`src/rtl/div_unit.sv`:
```
// rtl/div_unit.sv - multi-cycle restoring shift-subtract divider for DIV/DIVU
module div_unit #(
    parameter int WIDTH = 32
) (
    input  logic               clk,
    input  logic               rst,
    input  logic               signed_div_i,
    input  logic [WIDTH-1:0]   opdata1_i,
    input  logic [WIDTH-1:0]   opdata2_i,
    input  logic               start_i,
    input  logic               annul_i,
    output logic [2*WIDTH-1:0] result_o,
    output logic               ready_o
);

    typedef enum logic [1:0] {S_FREE, S_BYZERO, S_ON, S_END} state_t;
    localparam int CW = $clog2(WIDTH + 1);

    state_t           r_state;
    state_t           w_state_nxt;
    logic [CW-1:0]    r_cnt;
    logic [WIDTH-1:0] r_rem;
    logic [WIDTH-1:0] r_dvd;
    logic [WIDTH-1:0] r_dvs;
    logic             r_signed;
    logic             r_neg1;
    logic             r_neg2;

    logic             w_go;
    logic             w_iter_done;
    logic [WIDTH-1:0] w_abs1;
    logic [WIDTH-1:0] w_abs2;
    logic [WIDTH:0]   w_shift;
    logic             w_ge;
    logic [WIDTH-1:0] w_sub;
    logic [WIDTH-1:0] w_quot;
    logic [WIDTH-1:0] w_remf;

    assign w_go        = start_i && !annul_i;
    assign w_iter_done = (r_cnt == CW'(WIDTH));
    assign w_abs1      = (signed_div_i && opdata1_i[WIDTH-1]) ? -opdata1_i : opdata1_i;
    assign w_abs2      = (signed_div_i && opdata2_i[WIDTH-1]) ? -opdata2_i : opdata2_i;

    // The shifted partial remainder needs one extra bit; once the divisor is
    // subtracted the result always fits back into WIDTH bits.
    assign w_shift = {r_rem, r_dvd[WIDTH-1]};
    assign w_ge    = (w_shift >= {1'b0, r_dvs});
    assign w_sub   = w_shift[WIDTH-1:0] - r_dvs;

    assign w_quot = (r_signed && (r_neg1 ^ r_neg2)) ? -r_dvd : r_dvd;
    assign w_remf = (r_signed && r_neg1) ? -r_rem : r_rem;

    always_comb begin
        w_state_nxt = r_state;
        case (r_state)
            S_FREE: begin
                if (w_go) begin
                    if (opdata2_i == '0) w_state_nxt = S_BYZERO;
                    else                 w_state_nxt = S_ON;
                end
            end
            S_BYZERO: begin
                if (!w_go) w_state_nxt = S_FREE;
                else       w_state_nxt = S_END;
            end
            S_ON: begin
                if (!w_go)            w_state_nxt = S_FREE;
                else if (w_iter_done) w_state_nxt = S_END;
            end
            S_END: begin
                if (!w_go) w_state_nxt = S_FREE;
            end
            default: w_state_nxt = S_FREE;
        endcase
    end

    always_ff @(posedge clk) begin
        if (rst) begin
            r_state  <= S_FREE;
            r_cnt    <= '0;
            r_rem    <= '0;
            r_dvd    <= '0;
            r_dvs    <= '0;
            r_signed <= 1'b0;
            r_neg1   <= 1'b0;
            r_neg2   <= 1'b0;
            result_o <= '0;
            ready_o  <= 1'b0;
        end else begin
            r_state <= w_state_nxt;

            if (r_state == S_FREE && w_go && opdata2_i != '0) begin
                r_rem    <= '0;
                r_dvd    <= w_abs1;
                r_dvs    <= w_abs2;
                r_signed <= signed_div_i;
                r_neg1   <= opdata1_i[WIDTH-1];
                r_neg2   <= opdata2_i[WIDTH-1];
                r_cnt    <= '0;
            end else if (r_state == S_ON && w_go && !w_iter_done) begin
                r_rem <= w_ge ? w_sub : w_shift[WIDTH-1:0];
                r_dvd <= {r_dvd[WIDTH-2:0], w_ge};
                r_cnt <= r_cnt + CW'(1);
            end

            // Result is captured once on entry to END and held there.
            if (w_state_nxt == S_END) begin
                if (r_state != S_END) begin
                    ready_o  <= 1'b1;
                    result_o <= (r_state == S_BYZERO) ? '0 : {w_remf, w_quot};
                end
            end else begin
                ready_o  <= 1'b0;
                result_o <= '0;
            end
        end
    end

endmodule

```
`config.mk`:
```
export PLATFORM = sky130hd
export DESIGN_NAME = div_unit
export DESIGN_NICKNAME = d
export VERILOG_FILES = /design/src/rtl/div_unit.sv
export SDC_FILE = /design/constraint.sdc
export NUM_CORES = 1
export LEC_CHECK = 0
export BUFFER_PORTS_ARGS = -buffer_cell sky130_fd_sc_hd__buf_2
export CAP_MARGIN = 20
export CORE_MARGIN = 2
export CORE_UTILIZATION = 45
export CTS_BUF_LIST = sky130_fd_sc_hd__clkbuf_8
export CTS_CLUSTER_SIZE = 14
export DETAILED_ROUTE_END_ITERATION = 10
export GPL_TIMING_DRIVEN = 1
export PLACE_DENSITY = 0.67
export SYNTH_ARGS = -nofsm -noshare
export SYNTH_HDL_FRONTEND = slang
export SYNTH_SLANG_ARGS = --single-unit
export TNS_END_PERCENT = 10
```
`constraint.sdc`:
```
create_clock -name clk -period 3.2 [get_ports clk]
set_input_delay 0.96 -clock clk [delete_from_list [all_inputs] [get_ports clk]]
set_output_delay 0.96 -clock clk [all_outputs]
set_load 0.1 [all_outputs]
```
==> flow_summary.rst, run 1 <==
.. list-table::
   :header-rows: 1

   * - Metric
     - Value
   * - Synthesized flop and latch total
     - approximately 170
   * - CP startpoint kind
     - flop
   * - Top-level I/O count
     - 134
   * - Number of buffers on the longest clock path
     - 2
   * - Arrival time of data at the critical path endpoint
     - 3.42 ns
   * - Vias in the first global route
     - slightly above 9,000
   * - Die Wd
     - 159 um
   * - Portion of netlist area occupied by mux cells
     - 1.03%
   * - Largest net degree at the start of global routing
     - about 110
   * - Largest family of logic cells by synthesized area
     - compound AO/OA/AOI/OAI gates
   * - First-pass iteration count of the detailed router
     - 7
   * - Post-Synth XOR/XNOR Area
     - between 10% and 20%
   * - Via Count
     - roughly 11,000
   * - Final count of negative-setup-slack endpoints
     - 0
   * - TritonCTS clock tree
     - done
   * - Total of buffers placed on input and output ports
     - about 130
   * - Area share of the largest cell type after synthesis
     - a little under a third
   * - Nets
     - around 1,700
   * - Post-DP HPWL
     - between 20 and 25 mm
   * - Critical path class
     - reg2reg
   * - Clock latency on the worst-skew pair
     - about 0.48 ns
   * - Area leader, netlist
     - sky130_fd_sc_hd__dfxtp_1
   * - Setup slack on the worst flop-to-flop path
     - approximately 0.14 ns
   * - Max-cap check violation count
     - 0
   * - Die Area
     - 25,300 um2
   * - Share of the core filled with cells
     - 54.5%
   * - Post-DR wirelength/cell
     - 16.0 um
   * - Clock Skews
     - 0.0176 ns
   * - Synth cell types
     - 67
   * - Total global routing overflow
     - 0
   * - Leading cell types in the layout, fill and taps excluded
     - sky130_fd_sc_hd__nor2_1, sky130_fd_sc_hd__dfxtp_1, sky130_fd_sc_hd__buf_2
   * - Final Hold Fails
     - 0
   * - Number of antenna violations at the first check in global routing
     - 0
   * - Growth of design area from synthesis to finish
     - 18.6%
   * - Post-synthesis cell count
     - around 1,400
   * - Global-route wire length before repair
     - approximately 49 mm
   * - Data required time of the worst path
     - approximately 3.6 ns
   * - Final worst path period share
     - 95.7%
   * - Final weighted congestion in routability-driven placement
     - approximately 0.9
   * - Share of the synthesized area in compound gates (AO/OA/AOI/OAI)
     - 25.0%
   * - Flip-flop cell with the highest count after synthesis
     - sky130_fd_sc_hd__dfxtp_1
   * - Worst hold start
     - result_o[59]$_SDFFE_PP0N_
   * - Final hold slack
     - approximately 0.46 ns
   * - Mean instance size in the synthesized netlist
     - ~7.7 um2
   * - Most common cell after layout, fill and taps aside
     - sky130_fd_sc_hd__nor2_1
   * - Core area
     - between 20,000 and 25,000 um2
   * - Fraction of final layout cells sized beyond drive strength 1
     - about 18%
   * - Die height
     - 159 um
   * - Number of antenna repair diodes
     - 0
   * - Post-Synth Adder-Cell Area
     - between 4 and 5%
   * - Worst Setup Slack post-DPL
     - -0.270 ns
   * - Detail Route Antenna Nets
     - 0
   * - Worst IR Drop VDD
     - 0.288 mV
   * - Simple-gate share of the synthesized area
     - between 20% and 30%
   * - Max-slew violations
     - 0
   * - DRC violations left
     - 0
   * - Buffers inserted during post-CTS setup optimization
     - 0
   * - Overall power of the completed layout
     - roughly 5.0 mW
   * - Standard-cell row count
     - 56
   * - Fraction of the yosys area taken by sequential cells
     - 31.8%
   * - Iteration-0 DRC count of the detailed router
     - between 800 and 900
   * - Reg-to-reg critical path startpoint
     - r_dvs[12]$_SDFFE_PP0P_
   * - Outcome
     - finished, final reports clean
   * - Starting density of the core
     - around 46%
   * - Number of synthesized flops with an enable pin
     - 0
   * - Leakage dissipation
     - 5.43 nW
   * - Worst slew margin relative to its limit
     - 31.8%
   * - GRT Util Overall
     - between 20% and 30%
   * - Share of synthesized registers carrying an async set or reset
     - 0%
   * - Final Worst Setup Slack
     - around 0.14 ns
   * - CP Capture Type
     - flop
   * - Hold WC Path Type
     - reg2reg
   * - Number of nets produced by synthesis
     - 1,516
   * - Setup_tns
     - 0 ns
   * - Routed WL
     - ~30 mm
   * - Biggest fanout along the worst timing path
     - 6
   * - Peak Freq
     - between 300 and 400 MHz
   * - Master cell of the clock root buffer
     - sky130_fd_sc_hd__clkbuf_8
   * - Mapped cell area
     - 10,800 um2
   * - Vias/cell
     - ~5.6
   * - Post-route minimum period
     - a little over 3 ns
   * - Cell types with the largest area share after synthesis
     - sky130_fd_sc_hd__dfxtp_1, sky130_fd_sc_hd__nor2_1, sky130_fd_sc_hd__xnor2_1
   * - Number of sinks driven by the clock tree
     - 172
   * - Worst Max-Slew Pin Slew
     - between 1 and 1.5 ns
   * - RSZ-0062 raised after global routing
     - false
   * - Clock slew at the register clock pins of the worst setup and hold paths
     - roughly 0.1 ns
   * - Beginning of the critical path
     - r_dvs[12]$_SDFFE_PP0P_
   * - Power density normalized to cell area
     - 392 nW/um2
   * - Total clock buffers created by CTS
     - 17
   * - H-tree depth
     - 4
   * - Number of warning messages in the yosys log
     - 0
report_power, final:
group / leakage, nW / total [mW] / switching [mW] / internal, mW
sequential: 1.40 / 2.26 / 0.0615 / 2.20
clock: 0.213 / 1.63 / 0.905 / 0.726
combinational: 3.82 / 1.14 / 0.650 / 0.494
total: 5.43 / 5.03 / 1.62 / 3.42
timing repair:
item	in CTS	in global routing
setup endpoints to repair	0	23
resized for setup	0	2
hold buffers	0	0
state kept, by name, summed over array words and instances (netlist names):
signal    flops
r_signed      1
r_neg1        1
r_rem        32
r_state       2
r_neg2        1
r_dvs        32
r_dvd        32
ready_o       1
result_o     64
r_cnt         6
layer usage:
layer	track usage [%]	part of all wire [%]	wire, um
met5	0	0	0
met4	4.63	1.1	330
met3	5.03	7.4	2260
met2	32.6	40	12200
met1	36.0	51	15600
critical path, stage by stage (launching register included):
cell and delay [ns]:
sky130_fd_sc_hd__dfxtp_1 0.35, sky130_fd_sc_hd__inv_1 0.07, sky130_fd_sc_hd__ha_1 0.39, sky130_fd_sc_hd__and3_1 0.26, sky130_fd_sc_hd__nand2_1 0.12, sky130_fd_sc_hd__a2111oi_0 0.52, sky130_fd_sc_hd__nand4b_1 0.20, sky130_fd_sc_hd__and3b_1 0.23
sky130_fd_sc_hd__o21ai_0 0.13, sky130_fd_sc_hd__or4_1 0.40, sky130_fd_sc_hd__a21oi_1 0.20, sky130_fd_sc_hd__nor3_1 0.08
through the flow:
step           instances  area [um2]
2_1_floorplan       1408       10800
6_report            1901       12800
4_1_cts             1901       12800
3_5_place_dp        1869       12400
5_1_grt             1901       12800
3_3_place_gp        1869       12400
layout make-up:
type | count | area [um2]
Tap cell | 319 | 399
Sequential cell | 172 | 3450
Timing Repair Buffer | 229 | 1510
Fill cell | 2291 | 10700
Multi-Input combinational cell | 1089 | 6840
Inverter | 60 | 225
Clock buffer | 17 | 234
Clock inverter | 15 | 181
synthesized netlist by cell type, drive strengths merged, types with 14 or more instances:
| library cell | instances |
|---|---|
| a211oi | 49 |
| a21o | 23 |
| a21oi | 97 |
| a222oi | 27 |
| a31oi | 52 |
| and3 | 14 |
| buf | 17 |
| clkbuf | 70 |
| dfxtp | 172 |
| ha | 38 |
| inv | 60 |
| nand2 | 99 |
| nand3 | 15 |
| nor2 | 234 |
| nor3 | 39 |
| o21ai | 72 |
| o31ai | 20 |
| or3 | 16 |
| xnor2 | 78 |
| xor2 | 62 |
cell families after synthesis:
logic type               after synthesis
AO/OA/AOI/OAI                        407
XOR/XNOR                             140
adder cells (fa/ha/maj)               39
buffers and inverters                147
flip-flops                           172
multiplexers                          11
AND/OR/NAND/NOR                      492
worst paths after layout:
check / endpoint / depth (start not counted)
hold / removal: result_o[59]$_SDFFE_PP0N_ / 2
setup reg to reg: r_rem[31]$_SDFFE_PP0P_ / 11
setup / recovery: r_rem[31]$_SDFFE_PP0P_ / 11
hold reg to reg: result_o[59]$_SDFFE_PP0N_ / 2
Note: power is estimated with default switching activity, not from simulation.
==> run 2: changes to the inputs <==
--- a/config.mk
+++ b/config.mk
@@ -13,7 +13,6 @@
 export CTS_CLUSTER_SIZE = 14
 export DETAILED_ROUTE_END_ITERATION = 10
 export GPL_TIMING_DRIVEN = 1
-export PLACE_DENSITY = 0.67
 export SYNTH_ARGS = -nofsm -noshare
 export SYNTH_HDL_FRONTEND = slang
 export SYNTH_SLANG_ARGS = --single-unit
==> constraint.sdc (replaced) <==
create_clock -name clk -period 3.95 [get_ports clk]
set_input_delay 1.185 -clock clk [delete_from_list [all_inputs] [get_ports clk]]
set_output_delay 1.185 -clock clk [all_outputs]
set_load 0.1 [all_outputs]
==> flow_summary.rst, run 2 (synthesis results as in run 1) <==
.. list-table::
   :header-rows: 1

   * - Metric
     - Value
   * - Outcome
     - finished, final reports clean
   * - Share of the core filled with cells
     - 52.0%
   * - Biggest fanout along the worst timing path
     - 16
   * - Reg with most FFs
     - result_o
   * - Total of buffers placed on input and output ports
     - between 100 and 150
   * - Post_cts resized
     - 0
   * - Number of antenna violations at the first check in global routing
     - 0
   * - Global-route wire length before repair
     - 49.0 mm
   * - Worst Reg2Reg Path Length in Cells
     - 10
   * - Detail Route Antenna Nets
     - 0
   * - Master cell of the clock root buffer
     - sky130_fd_sc_hd__clkbuf_8
   * - Total global routing overflow
     - 0
   * - Core area
     - between 20,000 and 25,000 um2
   * - DRC violations left
     - 0
   * - Vias in the first global route
     - 8,948
   * - Die height
     - approximately 160 um
   * - Worst Max-Slew Pin Slew
     - roughly 1.1 ns
   * - Fill cell total of the finished layout
     - roughly 2,400
   * - Cell family with the largest share of critical-path delay
     - compound AO/OA/AOI/OAI gates
   * - Critical path class
     - reg2reg
   * - Proportion of power drawn by flip-flops and latches
     - 45.9%
   * - Library cell contributing the largest single delay on the critical path
     - sky130_fd_sc_hd__o31ai_1
   * - Leakage dissipation
     - 5.05 nW
   * - Number of buffers on the longest clock path
     - 2
   * - Data required time of the worst path
     - roughly 4.3 ns
   * - Overall power of the completed layout
     - around 4.0 mW
   * - Clock latency on the worst-skew pair
     - 0.47 ns
   * - Most common cell after layout, fill and taps aside
     - sky130_fd_sc_hd__nor2_1
   * - Max stage delay on crit path
     - 0.69 ns
   * - CP Capture Type
     - flop
   * - Number of hold buffers added after cts
     - 0
   * - Cell depth of the worst setup path
     - 10
   * - Total internal power
     - roughly 2.7 mW
   * - Buffers inserted during post-CTS setup optimization
     - 0
   * - Post-DR wirelength/cell
     - about 17 um
   * - Clock share of power
     - between 30 and 40%
   * - Fraction of final layout cells sized beyond drive strength 1
     - between 10% and 20%
   * - Post-DP HPWL
     - roughly 23 mm
   * - Via Count
     - ~10,000
   * - Max FFs per register
     - 64
   * - Final worst path period share
     - between 80% and 90%
   * - Combinational group share of total power
     - approximately a fifth
   * - Total clock buffers created by CTS
     - 17
   * - Peak Freq
     - about 290 MHz
   * - CP cell instances
     - ha_1, nand3_1, o21bai_1, nand2_1, a2111oi_0, o31ai_1, a31o_2, mux2_2, o211ai_1, a21oi_1
   * - GRT Util Overall
     - between 20% and 30%
   * - First-pass iteration count of the detailed router
     - 7
   * - Die Area
     - between 20,000 and 30,000 um2
   * - Net Switching
     - around 1.3 mW
   * - Final count of negative-setup-slack endpoints
     - 0
   * - Hold WC Path Type
     - reg2reg
   * - Growth of design area from synthesis to finish
     - 13.1%
   * - Largest net degree at the start of global routing
     - ~110
   * - Top-level I/O count
     - roughly 130
   * - Worst IR Drop VDD
     - between 0.15 and 0.2 mV
   * - Highest Signal Layer
     - met4
   * - Cell depth of the worst hold path
     - 2
   * - TritonCTS clock tree
     - done
   * - Final Hold Fails
     - 0
   * - Met1 Routed Length
     - roughly 17 mm
   * - Post-route minimum period
     - between 3 and 4 ns
   * - Max-cap check violation count
     - 0
   * - Fraction of power spent switching nets
     - roughly a third
   * - Leading cell types in the layout, fill and taps excluded
     - sky130_fd_sc_hd__nor2_1, sky130_fd_sc_hd__dfxtp_1, sky130_fd_sc_hd__buf_2
   * - Nets
     - between 1,500 and 2,000
   * - Max-slew violations
     - 0
   * - Worst slew margin relative to its limit
     - a little under 30%
   * - Routed WL
     - 30.5 mm
   * - Vias/cell
     - 5.60
   * - Standard-cell row count
     - 56
   * - Clock Skews
     - ~0.019 ns
   * - RSZ-0062 raised after global routing
     - false
   * - Setup_tns
     - 0 ns
   * - Amount of wire on met2 after detailed routing
     - 11.2 mm
   * - Power density normalized to cell area
     - between 300 and 400 nW/um2
   * - H-tree depth
     - 4
   * - Die Wd
     - between 150 and 200 um
   * - Total area of multi-input combinational cells
     - roughly 7000 um2
   * - Buffers and inverters on the worst path
     - 0
   * - Wire length on met3
     - approximately 2.5 mm
   * - Starting density of the core
     - between 40% and 50%
   * - Number of sinks driven by the clock tree
     - around 170
   * - Sequential cell area in the final layout
     - 3450 um2
   * - Arrival time of data at the critical path endpoint
     - about 3.8 ns
   * - Number of antenna repair diodes
     - 0
   * - Iteration-0 DRC count of the detailed router
     - slightly below 1,000
   * - Final weighted congestion in routability-driven placement
     - 0.932
   * - CP startpoint kind
     - flop
   * - Clock slew at the register clock pins of the worst setup and hold paths
     - approximately 0.1 ns
==> run 2: routing by layer <==
layer	vias to the layer above	track usage, %
met3	22	3.33
met1	4661	40.1
met2	338	30.3
li1	5202	-
met4	0	5.17
met5	-	0
==> run 2: worst paths after layout <==
kind	slack (ns)	end	start
worst max register to register	0.50	r_rem[27]$_SDFFE_PP0P_	r_rem[2]$_SDFFE_PP0P_
worst max-delay path	0.50	r_rem[27]$_SDFFE_PP0P_	r_rem[2]$_SDFFE_PP0P_
worst min register to register	0.46	r_dvs[26]$_SDFFE_PP0P_	r_dvs[26]$_SDFFE_PP0P_
worst min-delay path	0.46	r_dvs[26]$_SDFFE_PP0P_	r_dvs[26]$_SDFFE_PP0P_
==> run 2: cell type report <==
| class | instances | share of cell area, % |
|---|---|---|
| Multi-Input combinational cell | 1089 | 55.9 |
| Inverter | 60 | 1.84 |
| Tap cell | 319 | 3.26 |
| Timing Repair Buffer | 155 | 7.54 |
| Clock buffer | 17 | 1.91 |
| Clock inverter | 15 | 1.37 |
| Sequential cell | 172 | 28.2 |
==> run 2: through the flow <==
step | cells | hold slack (ns) | instance area [um2] | setup slack (ns)
final | 1827 | 0.458 | 12200 | 0.497
after global routing | 1827 | 0.481 | 12200 | 0.382
after CTS | 1826 | 0.464 | 12200 | 0.544
after detailed placement | 1794 | 0.442 | 11800 | 0.185
after global placement | 1793 | 0.431 | 11800 | 0.225
after floorplan | 1408 | 0.432 | 10800 | 0.485
==> run 2: tightest hold or removal path, cell delays in order, from the launching register on <==
cell                      delay (ns)
sky130_fd_sc_hd__dfxtp_1        0.33
sky130_fd_sc_hd__nand2_1        0.05
sky130_fd_sc_hd__a21oi_1        0.05
==> run 2: power groups by stage <==
stage	Clock (mW)	Sequential [mW]	Combinational [mW]
floorplan	0	1.85	0.621
global placement	0	1.88	0.832
detailed placement	0	1.88	0.838
CTS	1.33	1.84	0.842
global route	1.40	1.84	0.953
finish	1.30	1.84	0.856
==> run 3: changes to the inputs <==
--- a/config.mk
+++ b/config.mk
@@ -13,6 +13,7 @@
 export CTS_CLUSTER_SIZE = 14
 export DETAILED_ROUTE_END_ITERATION = 10
 export GPL_TIMING_DRIVEN = 1
+export RECOVER_POWER = 100
 export SYNTH_ARGS = -nofsm -noshare
 export SYNTH_HDL_FRONTEND = slang
 export SYNTH_SLANG_ARGS = --single-unit
==> constraint.sdc (replaced) <==
create_clock -name clk -period 3.95 [get_ports clk]
set_input_delay 0.79 -clock clk [delete_from_list [all_inputs] [get_ports clk]]
set_output_delay 0.79 -clock clk [all_outputs]
set_load 0.1 [all_outputs]
==> flow_summary.rst, run 3 (synthesis results as in run 1) <==
.. list-table::
   :header-rows: 1

   * - Metric
     - Value
   * - Final instance area
     - about 12,000 um2
   * - Number of buffers on the longest clock path
     - 2
   * - Vias in the first global route
     - roughly 8,900
   * - Die height
     - 159 um
   * - Final worst path period share
     - a little under nine tenths
   * - DRC violations left
     - 0
   * - Top-level I/O count
     - approximately 130
   * - Standard-cell row count
     - 56
   * - Cell depth of the worst hold path
     - 2
   * - Post-DR wirelength/cell
     - approximately 16 um
   * - Largest net degree at the start of global routing
     - 103
   * - Fill cell total of the finished layout
     - between 2,000 and 2,500
   * - GRT Util Overall
     - approximately 23%
   * - Proportion of power drawn by flip-flops and latches
     - between 40% and 50%
   * - CP Capture Type
     - flop
   * - Outcome
     - finished, final reports clean
   * - Number of antenna repair diodes
     - 0
   * - Total area of multi-input combinational cells
     - between 6000 and 7000 um2
   * - Vias/cell
     - ~5.6
   * - Final Hold Fails
     - 0
   * - Critical path class
     - in2reg
   * - Global-route wire length before repair
     - 48.1 mm
   * - Post_cts resized
     - 0
   * - Core area
     - roughly 24,000 um2
   * - Worst Max-Slew Pin Slew
     - 1.26 ns
   * - Clock latency on the worst-skew pair
     - approximately 0.45 ns
   * - H-tree depth
     - 4
   * - Setup slack on the worst flop-to-flop path
     - about 0.58 ns
   * - RSZ-0062 raised after global routing
     - false
   * - Final count of negative-setup-slack endpoints
     - 0
   * - Via Count
     - 10,132
   * - Leading cell types in the layout, fill and taps excluded
     - sky130_fd_sc_hd__nor2_1, sky130_fd_sc_hd__dfxtp_1, sky130_fd_sc_hd__nand2_1, sky130_fd_sc_hd__a21oi_1, sky130_fd_sc_hd__xnor2_1
   * - Fraction of power spent switching nets
     - between 30% and 40%
   * - Sequential cell area in the final layout
     - ~3400 um2
   * - Reg-to-reg endpoint
     - r_rem[27]$_SDFFE_PP0P_
   * - Hold WC Path Type
     - reg2reg
   * - TritonCTS clock tree
     - done
   * - Worst hold start
     - result_o[59]$_SDFFE_PP0N_
   * - Worst slew margin relative to its limit
     - 16.4%
   * - Max FFs per register
     - 64
   * - Die Area
     - ~25,000 um2
   * - Max stage delay on crit path
     - 0.60 ns
   * - Most common cell after layout, fill and taps aside
     - sky130_fd_sc_hd__nor2_1
   * - Routed WL
     - 30.0 mm
   * - Reg with most FFs
     - result_o
   * - Number of sinks driven by the clock tree
     - 172
   * - Endpoint, Worst Hold
     - result_o[59]$_SDFFE_PP0N_
   * - CP cell instances
     - clkbuf_1, or4_1, nor3_1, and4_1, nand2_1, nor3_1, nor3_1, nor2_2, clkbuf_1, o21ai_0, a21oi_1
   * - Setup_tns
     - 0 ns
   * - Nets
     - around 1,600
   * - Buffers inserted during post-CTS setup optimization
     - 0
   * - Clock share of power
     - a little under a third
   * - Total internal power
     - 2.64 mW
   * - Number of antenna violations at the first check in global routing
     - 1
   * - Total global routing overflow
     - 0
   * - Final weighted congestion in routability-driven placement
     - approximately 0.92
   * - Die Wd
     - between 150 and 200 um
   * - Reg-to-reg critical path startpoint
     - r_rem[10]$_SDFFE_PP0P_
   * - Max-cap check violation count
     - 0
   * - Starting density of the core
     - a little under half
   * - Data required time of the worst path
     - approximately 4.4 ns
   * - Total clock buffers created by CTS
     - 17
   * - Leakage dissipation
     - approximately 4.7 nW
   * - Post-route minimum period
     - 3.40 ns
   * - Growth of design area from synthesis to finish
     - 11.1%
   * - Max-slew violations
     - 0
   * - Worst IR Drop VDD
     - between 0.15 and 0.2 mV
   * - Number of hold buffers added after cts
     - 0
   * - First-pass iteration count of the detailed router
     - 8
   * - Clock slew at the register clock pins of the worst setup and hold paths
     - ~0.1 ns
   * - CP startpoint kind
     - input port
   * - Clock Skews
     - around 0.014 ns
   * - Master cell of the clock root buffer
     - sky130_fd_sc_hd__clkbuf_8
   * - Peak Freq
     - 294 MHz
   * - Arrival time of data at the critical path endpoint
     - 3.79 ns
   * - Post-DP HPWL
     - 22.5 mm
   * - Power density normalized to cell area
     - approximately 320 nW/um2
   * - Total cell area at the placement stage
     - ~12,000 um2
   * - Cell family with the largest share of critical-path delay
     - simple AND/OR/NAND/NOR gates
   * - Cell repeated most along the worst path
     - sky130_fd_sc_hd__nor3_1
   * - Total of buffers placed on input and output ports
     - approximately 130
   * - Detail Route Antenna Nets
     - 0
   * - Biggest fanout along the worst timing path
     - 16
   * - Combinational group share of total power
     - 21.7%
   * - Net Switching
     - roughly 1.3 mW
   * - Iteration-0 DRC count of the detailed router
     - 878
   * - Buffers and inverters on the worst path
     - 2
   * - Worst Reg2Reg Path Length in Cells
     - 10
   * - Library cell contributing the largest single delay on the critical path
     - sky130_fd_sc_hd__clkbuf_1
   * - Fraction of final layout cells sized beyond drive strength 1
     - a little under a tenth
-- run 3: area by class of cell --
cell class	count	area share, %
multi-input cells	1089	56.8
well taps	319	3.32
inverters	60	1.87
clock buffers	18	2.06
clock inverters	14	1.12
repair buffers	153	6.20
flip-flops and latches	172	28.7
-- run 3: metal layers --
layer | vias to the layer above | track usage [%] | wire (um)
met3 | 16 | 3.70 | 2160
met1 | 4596 | 38.9 | 16600
met2 | 310 | 30.1 | 11000
li1 | 5210 | - | -
met4 | 0 | 4.38 | 251
met5 | - | 0 | 0
-- run 3: worst max-delay path by stage --
| stage | slack [ns] | cells past startpoint | start | endpoint |
|---|---|---|---|---|
| final | 0.55 | 11 | opdata2_i[8] | r_rem[26]$_SDFFE_PP0P_ |
| after global routing | 0.26 | 11 | opdata2_i[8] | r_rem[30]$_SDFFE_PP0P_ |
| after CTS | 0.63 | 10 | r_rem[10]$_SDFFE_PP0P_ | r_rem[27]$_SDFFE_PP0P_ |
| after detailed placement | 0.48 | 11 | opdata2_i[8] | r_dvd[23]$_SDFFE_PP0P_ |
| after global placement | 0.52 | 10 | opdata1_i[4] | r_dvd[30]$_SDFFE_PP0P_ |
| after floorplan | 0.88 | 9 | opdata1_i[10] | r_dvd[30]$_SDFFE_PP0P_ |
-- run 3: stage by stage --
step / setup slack [ns] / std cells / hold slack [ns] / total power, mW / util (%)
floorplan: 0.880 / 1408 / 0.432 / 2.47 / -
global placement: 0.520 / 1793 / 0.432 / 2.71 / 49.9
detailed placement: 0.481 / 1793 / 0.441 / 2.71 / 49.9
CTS: 0.629 / 1825 / 0.459 / 3.93 / 51.6
global route: 0.259 / 1825 / 0.493 / 4.12 / 51.1
finish: 0.553 / 1825 / 0.460 / 3.90 / 51.1
-- run 3: power groups by stage --
stage               clock network, mW  registers, mW  logic, mW
floorplan                           0           1.85      0.621
global placement                    0           1.87      0.836
detailed placement                  0           1.87      0.839
CTS                              1.26           1.83      0.843
global route                     1.34           1.84      0.941
finish                           1.22           1.83      0.846
-- run 3: worst register-to-register path: stages, from the launching register on --
cell and delay, ns:
sky130_fd_sc_hd__dfxtp_1 0.39, sky130_fd_sc_hd__ha_1 0.45, sky130_fd_sc_hd__and3_1 0.23, sky130_fd_sc_hd__nand2_1 0.09, sky130_fd_sc_hd__o21ai_0 0.18, sky130_fd_sc_hd__a2111oi_0 0.11
sky130_fd_sc_hd__o31ai_1 0.66, sky130_fd_sc_hd__a31o_2 0.59, sky130_fd_sc_hd__mux2_2 0.39, sky130_fd_sc_hd__o211ai_1 0.09, sky130_fd_sc_hd__a21oi_1 0.08
